--- src/rtl/uart_byte_rx_pkg.sv ---
// Definitions shared by the UART byte transmitter and receiver:
// line-level bit values and the clocks-per-bit computation.
package uart_byte_rx_pkg;

    localparam logic START_BIT = 1'b0;
    localparam logic STOP_BIT  = 1'b1;

    function automatic int unsigned calc_bps(input int unsigned clk_freq,
                                             input int unsigned baud_rate);
        return clk_freq / baud_rate;
    endfunction

endpackage

--- src/rtl/uart_rx_sync.sv ---
// Two-flop synchronizer for the asynchronous UART pin, plus a delayed copy
// used to flag a clean high-to-low transition on the synchronized line.
module uart_rx_sync (
    input  logic clk_in,
    input  logic rst_n_in,
    input  logic rx_async,
    output logic sync2,
    output logic rx_fall
);

    logic sync1;
    logic sync2_d;

    // Idle line is high, so everything resets to 1 to avoid a false edge.
    always_ff @(posedge clk_in) begin
        if (!rst_n_in) begin
            sync1   <= 1'b1;
            sync2   <= 1'b1;
            sync2_d <= 1'b1;
        end else begin
            sync1   <= rx_async;
            sync2   <= sync1;
            sync2_d <= sync2;
        end
    end

    assign rx_fall = sync2_d & ~sync2;

endmodule

--- src/rtl/uart_byte_rx.sv ---
// UART byte receiver: mid-bit start validation, 8 data bits LSB-first,
// stop-bit check, one-cycle done / framing-error pulses.
module uart_byte_rx
    import uart_byte_rx_pkg::*;
#(
    parameter int unsigned CLK_FREQ  = 'd50000000,
    parameter int unsigned BAUD_RATE = 'd9600
) (
    input  logic       clk_in,
    input  logic       rst_n_in,
    input  logic       rs232_rx,
    output logic [7:0] rx_data,
    output logic       rx_done,
    output logic       rx_state,
    output logic       frame_err
);

    localparam int unsigned BPS  = calc_bps(CLK_FREQ, BAUD_RATE);
    localparam int unsigned HALF = BPS / 2;
    localparam logic [15:0] BPS_END  = 16'(BPS - 1);
    localparam logic [15:0] HALF_END = 16'(HALF - 1);

    typedef enum logic [1:0] {
        IDLE  = 2'd0,
        START = 2'd1,
        DATA  = 2'd2,
        STOP  = 2'd3
    } state_e;

    state_e      state;
    logic [15:0] cnt;
    logic [2:0]  bit_idx;
    logic [7:0]  shreg;
    logic        sync2;
    logic        rx_fall;

    uart_rx_sync u_sync (
        .clk_in   (clk_in),
        .rst_n_in (rst_n_in),
        .rx_async (rs232_rx),
        .sync2    (sync2),
        .rx_fall  (rx_fall)
    );

    always_ff @(posedge clk_in) begin
        if (!rst_n_in) begin
            state     <= IDLE;
            cnt       <= 16'd0;
            bit_idx   <= 3'd0;
            shreg     <= 8'h00;
            rx_data   <= 8'h00;
            rx_done   <= 1'b0;
            frame_err <= 1'b0;
            rx_state  <= 1'b0;
        end else begin
            rx_done   <= 1'b0;
            frame_err <= 1'b0;
            case (state)
                IDLE: begin
                    cnt <= 16'd0;
                    if (rx_fall) begin
                        state    <= START;
                        rx_state <= 1'b1;
                    end
                end
                // A start bit that is high again at its centre was a glitch.
                START: begin
                    if (cnt == HALF_END) begin
                        cnt <= 16'd0;
                        if (sync2 == START_BIT) begin
                            state   <= DATA;
                            bit_idx <= 3'd0;
                        end else begin
                            state    <= IDLE;
                            rx_state <= 1'b0;
                        end
                    end else begin
                        cnt <= cnt + 16'd1;
                    end
                end
                DATA: begin
                    if (cnt == BPS_END) begin
                        cnt   <= 16'd0;
                        shreg <= {sync2, shreg[7:1]};
                        if (bit_idx == 3'd7) begin
                            state <= STOP;
                        end else begin
                            bit_idx <= bit_idx + 3'd1;
                        end
                    end else begin
                        cnt <= cnt + 16'd1;
                    end
                end
                // Leaving at mid-stop-bit gives half a bit of slack for back-to-back frames.
                STOP: begin
                    if (cnt == BPS_END) begin
                        cnt      <= 16'd0;
                        state    <= IDLE;
                        rx_state <= 1'b0;
                        if (sync2 == STOP_BIT) begin
                            rx_data <= shreg;
                            rx_done <= 1'b1;
                        end else begin
                            frame_err <= 1'b1;
                        end
                    end else begin
                        cnt <= cnt + 16'd1;
                    end
                end
                default: begin
                    state    <= IDLE;
                    rx_state <= 1'b0;
                end
            endcase
        end
    end

endmodule

--- config.mk ---
export PLATFORM = sky130hd
export DESIGN_NAME = uart_byte_rx
export DESIGN_NICKNAME = d
export VERILOG_FILES = /design/src/rtl/uart_byte_rx_pkg.sv /design/src/rtl/uart_rx_sync.sv /design/src/rtl/uart_byte_rx.sv
export SDC_FILE = /design/constraint.sdc
export NUM_CORES = 1
export LEC_CHECK = 0
export BUFFER_PORTS_ARGS = -buffer_cell sky130_fd_sc_hd__buf_2
export CAP_MARGIN = 40
export CORE_UTILIZATION = 57
export DETAILED_ROUTE_END_ITERATION = 10
export PLACE_DENSITY = 0.76
export REMOVE_ABC_BUFFERS = 1
export SETUP_SLACK_MARGIN = 0.2
export SYNTH_ARGS = -nofsm -noshare
export SYNTH_HDL_FRONTEND = slang
export SYNTH_SLANG_ARGS = --single-unit
--- constraint.sdc ---
create_clock -name clk_in -period 2.2 [get_ports clk_in]
set_clock_uncertainty 0.15 [all_clocks]
set_input_delay 0 -clock clk_in [delete_from_list [all_inputs] [get_ports clk_in]]
set_output_delay 0 -clock clk_in [all_outputs]
set_load 0.01 [all_outputs]
==> summary.md, run 1 <==
| Metric | Value |
|---|---|
| Insertion delay of the later-clocked pin in the worst-skew pair | 340 ps |
| Post-synthesis async set-or-reset flop share | 0% |
| Initial antenna violation count | 0 |
| Combined area of all synthesized cells | 0.00194 mm2 |
| Mapped Cells | 216 |
| Final worst path period share | 89.3% |
| Clk sinks | 43 |
| Pin count of the biggest net entering global routing | 21 |
| Routed wire per std cell | 14.8 um |
| Global placer's final weighted congestion | 0.838 |
| Share of Yosys cell area claimed by the top area cell type | 44.4% |
| CP endpoint kind | register |
| Antenna viol nets, final | 0 |
| Highest fanout seen on the critical path | 9 |
| List of most frequent post-synthesis cells | dfxtp_1 (43), nand2_1 (24), a21oi_1 (20) |
| Initial Utilization | 62.0% |
| Die extent in x | 60.3 um |
| Final WS setup | 235 ps |
| Storage cell area | 865 um2 |
| Half-perimeter wire length after placement | 2910 um |
| Fillcell total | 249 |
| Launch instance of the worst register-to-register path | cnt[2] |
| Clk buf depth | 2 |
| Final count of negative-setup-slack endpoints | 0 |
| Critical Path RT | 2330 ps |
| H-tree levels | 2 |
| Summed area of non-filler cells in the final layout | 0.00221 mm2 |
| Power per Cell Area | 602 mW/mm2 |
| Row count | 20 |
| Placeable core region | 0.00313 mm2 |
| Antenna Diode Count | 0 |
| Ranking of synthesized cells by area | dfxtp_1 (44%), mux2i_1 (5.7%), a21oi_1 (5.2%), nand3_1 (4.6%), nand2_1 (4.6%) |
| Most used DFF post-synth | dfxtp_1 |
| End of the worst register-to-register path | bit_idx[1] |
| Status | complete, no violations |
| Register-to-register setup slack | 240 ps |
| Vias per Instance | 5.89 |
| Pre-CTS setup slack | 200 ps |
| Path type of the worst min-delay path | reg -> reg |
| Total length of routed wires | 4150 um |
| Port-buffer cells | 13 |
| Cell count of the worst reg-to-reg path | 4 |
| Part of the power in the clock network | 38.3% |
| Drt pass-1 iters | 4 |
| Flip-flop and latch count after synthesis | 43 |
| Global Route Usage Sum | 24.8% |
| Standby leakage power | 0.757 nW |
| Setup repair after global routing missed its margin | no |
| Violation count after the first detailed-route iteration | 104 |
| Via count of the routed design | 1648 |
| Number of enable flip-flop cells after synthesis | 0 |
| Maximum frequency from static timing analysis | 509 MHz |
| Share of post-route cells with drive strength above 1 | 18.6% |
| Fin nets | 241 |
| Worst Hold Launch | cnt[0] |
| Library cell with the largest summed area after synthesis | dfxtp_1 |
| Via count of the first global-routing pass | 1438 |
| Area added between synthesis and finish | 14.2% |
| Data arrival at the endpoint of the critical path | 2090 ps |
| Clock tree from TritonCTS | done |
| Slew Viols, Final | 0 |
| First-pass GRT wire length | 6610 um |
| Num CTS Buffers | 5 |
| Residual DRC count | 0 |
| Register clock-pin slew on the reported worst setup and hold paths | 120 ps |
| Total power | 1.33 mW |
| Sw Pwr | 267 uW |
| Boundary Pins | 14 |
| Yosys warns | 0 |
| Worst slew pin tran | 381 ps |
| Mean cell area of the mapped netlist | 8.97 um2 |
| Part of the power in registers | 59.1% |
| Die Footprint | 0.00364 mm2 |
| Combinational group share of total power | 2.5% |
| Min cycle time layout | 1960 ps |
| Internal Power | 1.07 mW |
| Portion of the post-synthesis area used by sequential elements | 44.4% |
| Setup TNS | 0 ps |
| Worst Hold Depth | 1 |
| Number of max-cap violations | 0 |
| Most instantiated library cell after synthesis | dfxtp_1 |
| Total congestion overflow after global routing | 0 |
| Launching element type of the critical path | register |
| Crit path kind | reg -> reg |
| Max VDD drop | 404 uV |
| Placed Instance Area | 0.00207 mm2 |
| Clock Root Buffer | clkbuf_4 |
| Die height | 60.3 um |
| Library cells used by synthesis | 41 |
| Hold violation count in the final report | 0 |
| Area used by multi-input combinational logic | 0.00100 mm2 |
| End point of the worst hold path | cnt[0] |
| Switching Share | 20.0% |
| Remaining max-slew budget at the tightest pin | 74.2% |
[cell type report]
class                   count  share of cell area, %
clock buffers               6                   2.32
well taps                  44                   2.49
multi-input cells         155                   45.3
repair buffers             28                   8.93
flip-flops and latches     43                   39.1
inverters                   2                  0.339
clock inverters             2                   1.58
[worst max-delay path by stage]
stage               slack, ps    endpoint    start
floorplan                 160  rx_data[0]   cnt[0]
global placement          250  bit_idx[2]   cnt[2]
detailed placement        200  bit_idx[1]   cnt[2]
CTS                       220  rx_data[7]   cnt[0]
global route              200  rx_data[7]  cnt[11]
finish                    240  bit_idx[1]   cnt[2]
[flip-flops by register name, indices dropped and copies added, names as in the netlist, named ones only]
signal          flops
rx_done             1
u_sync.sync1        1
frame_err           1
bit_idx             3
u_sync.sync2        1
cnt                16
shreg               8
u_sync.sync2_d      1
rx_state            1
rx_data             8
state               1
[cell usage in the layout, fill, tap and decap left out, types with 2 or more instances in the layout]
cell type,Yosys,final
dfxtp_1,43,40
nand2_1,24,24
a21oi_1,20,20
nand3_1,18,18
buf_2,3,13
mux2i_1,11,11
o21ai_0,11,11
buf_4,0,11
nand4_1,7,7
xor2_1,6,6
nor2_1,5,5
xnor2_1,5,5
clkbuf_4,0,5
nor3_1,4,4
nand2b_1,4,4
nor4b_1,3,3
nor2b_1,3,3
or3_1,3,3
a22oi_1,3,3
dfxtp_2,0,3
dlygate4sd3_1,0,3
inv_1,2,2
nor4bb_1,2,2
and3_1,2,2
and4_1,3,2
nor4_1,2,2
a21boi_0,2,2
ha_1,3,2
[per-stage QoR]
stage          utilization [%]  hold WS (ps)  instances
5_1_grt                   70.8           304        280
2_1_floorplan                -         -77.0        200
4_1_cts                   70.1           295        278
3_3_place_gp              66.3          39.0        267
6_report                  70.8           287        280
3_5_place_dp              66.3          41.9        267
[cell families (layout without fill, tap and decap cells)]
group	count (synthesis)	after routing	synth area share, %
and+or+nand+nor	87	87	25.4
adders and majority gates	3	3	1.94
buffers and inverters	18	38	4.07
muxes	11	11	5.68
AOI/OAI and AO/OA	43	43	13.6
xor gates and xnor gates	11	11	4.97
DFF	43	43	44.4
[what timing repair did]
item                       CTS  global route
hold buffers                 3             0
setup endpoints to repair    2            12
hold endpoints to repair     8             0
pin swaps                    0             1
gates resized for setup      2             3
setup buffers                0             2
[routing by layer]
layer	GRT usage [%]	share of wire (%)	up-vias	routed length [um]
li1	-	-	819	-
met4	6.98	0.82	0	34
met2	37.0	44	53	1820
met5	0	0	-	0
met1	35.6	49	771	2050
met3	5.84	5.8	5	242
[power groups by stage]
stage	Sequential (mW)	Clock, mW	Combinational (mW)
after floorplan	0.805	0	0.0115
after global placement	0.805	0	0.0285
after detailed placement	0.806	0	0.0296
after CTS	0.788	0.521	0.0337
after global routing	0.790	0.553	0.0367
final	0.789	0.511	0.0339
[critical path, stage by stage (launching register included)]
cell      delay, ps
dfxtp_2         390
or4b_4          560
or3b_4          400
a2bb2o_4        230
mux2i_1         180
No activity file was read; power rests on OpenSTA's default activity.
==> run 2, diff against run 1 <==
- RECOVER_POWER: not set -> 25
==> summary.md, run 2 (synthesized netlist as in run 1, its figures left out) <==
| Metric | Value |
|---|---|
| Vias per Instance | 5.88 |
| Boundary Pins | 14 |
| Power per Cell Area | 606 mW/mm2 |
| Setup repair after global routing missed its margin | no |
| Data arrival at the endpoint of the critical path | 2090 ps |
| Switching Share | 20.0% |
| Combinational group share of total power | 2.5% |
| Critical Path RT | 2330 ps |
| Drt pass-1 iters | 4 |
| Clk buf depth | 2 |
| Placeable core region | 0.00313 mm2 |
| Violation count after the first detailed-route iteration | 100 |
| Pin count of the biggest net entering global routing | 21 |
| Port-buffer cells | 13 |
| Summed area of non-filler cells in the final layout | 0.00220 mm2 |
| Standby leakage power | 0.706 nW |
| Initial Utilization | 62.0% |
| Antenna Diode Count | 0 |
| Number of max-cap violations | 0 |
| Initial antenna violation count | 0 |
| Maximum frequency from static timing analysis | 509 MHz |
| Clk sinks | 43 |
| Cell at the slowest stage of the critical path | or4b_4 |
| CP endpoint kind | register |
| Total congestion overflow after global routing | 0 |
| Path type of the worst min-delay path | reg -> reg |
| Launching element type of the critical path | register |
| Row count | 20 |
| Die extent in x | 60.3 um |
| Die height | 60.3 um |
| Register-to-register setup slack | 240 ps |
| Internal Power | 1.07 mW |
| Global placer's final weighted congestion | 0.838 |
| Insertion delay of the later-clocked pin in the worst-skew pair | 340 ps |
| Number of flip-flops under the largest register name | 16 |
| Cell-by-cell trace of the critical path | or4b_4 > or3b_4 > a2bb2o_4 > mux2i_1 |
| Crit path buf inv count | 0 |
| Placed Instance Area | 0.00207 mm2 |
| Antenna viol nets, final | 0 |
| Residual DRC count | 0 |
| CP delay by family, top | simple AND/OR/NAND/NOR gates |
| Half-perimeter wire length after placement | 2910 um |
| Via count of the first global-routing pass | 1438 |
| Die Footprint | 0.00364 mm2 |
| Register bank with the most flops | cnt |
| Fin nets | 241 |
| Max VDD drop | 402 uV |
| Remaining max-slew budget at the tightest pin | 66.0% |
| Final Core Density | 70.3% |
| Area added between synthesis and finish | 13.4% |
| Part of the power in registers | 59.2% |
| Crit path kind | reg -> reg |
| Pre-CTS setup slack | 200 ps |
| Num CTS Buffers | 5 |
| Worst slew pin tran | 510 ps |
| Via count of the routed design | 1645 |
| Final count of negative-setup-slack endpoints | 0 |
| Part of the power in the clock network | 38.3% |
| Global Route Usage Sum | 24.8% |
| Status | complete, no violations |
| Clock tree from TritonCTS | done |
| Highest fanout seen on the critical path | 9 |
| Commonest non-fill, non-tap cells in the layout | dfxtp_1 (40), nand2_1 (24), a21oi_1 (20), nand3_1 (18), clkbuf_1 (12) |
| Setup TNS | 0 ps |
| Total length of routed wires | 4130 um |
| Most common cell after layout, fill and taps aside | dfxtp_1 |
| First-pass GRT wire length | 6610 um |
| Routed wire per std cell | 14.7 um |
| Slew Viols, Final | 0 |
| Sw Pwr | 267 uW |
| Hold violation count in the final report | 0 |
| Share of post-route cells with drive strength above 1 | 13.6% |
| Largest stage delay on the critical path | 560 ps |
| Final WS setup | 236 ps |
| H-tree levels | 2 |
| Register clock-pin slew on the reported worst setup and hold paths | 120 ps |
| Largest registers | cnt: 16 flops, rx_data: 8 flops, shreg: 8 flops |
| Clock Root Buffer | clkbuf_4 |
| Final worst path period share | 89.3% |
| Total power | 1.33 mW |
| Min cycle time layout | 1960 ps |
run 2: final timing paths:
check	startpoint	to	cells after the start
max	cnt[2]	bit_idx[1]	4
min reg2reg	cnt[0]	cnt[0]	1
min	cnt[0]	cnt[0]	1
max reg2reg	cnt[2]	bit_idx[1]	4
run 2: through the flow:
| stage | cells | hold WS (ps) |
|---|---|---|
| detailed placement | 267 | 41.9 |
| finish | 280 | 287 |
| CTS | 278 | 295 |
| global route | 280 | 304 |
| floorplan | 200 | -77.0 |
| global placement | 267 | 39.0 |
run 2: final cells by class:
type,instances,area (um2)
clock buffers,6,51.3
clock inverters,2,35.0
fillers,253,930
inverters,2,7.51
multi-input cells,155,1000
flip-flops and latches,43,865
well taps,44,55.1
repair buffers,28,183
run 2: what timing repair did:
item | CTS | global route
hold buffers | 3 | 0
pin swaps | 0 | 1
buffers inserted | 0 | 2
endpoints found under the setup margin | 2 | 12
hold endpoints to repair | 8 | 0
resized for setup | 2 | 3
run 2: power by group through the flow:
stage,clock [mW],combinational (mW),sequential [mW]
floorplan,0,0.0115,0.805
detailed placement,0,0.0296,0.806
global placement,0,0.0285,0.805
CTS,0.521,0.0337,0.788
global route,0.553,0.0362,0.790
finish,0.510,0.0334,0.789
run 2: layer usage:
| metal | wire, um | vias up | GRT usage, % |
|---|---|---|---|
| li1 | - | 820 | - |
| met1 | 2020 | 763 | 35.6 |
| met2 | 1810 | 57 | 37.0 |
| met3 | 259 | 5 | 5.84 |
| met4 | 34 | 0 | 6.98 |
| met5 | 0 | - | 0 |
run 2: worst reg2reg max path: cells and delay by family (launching register included):
family	cells	cell delay (ps)
simple gates	2	970
flops	1	390
compound gates	1	230
mux	1	180
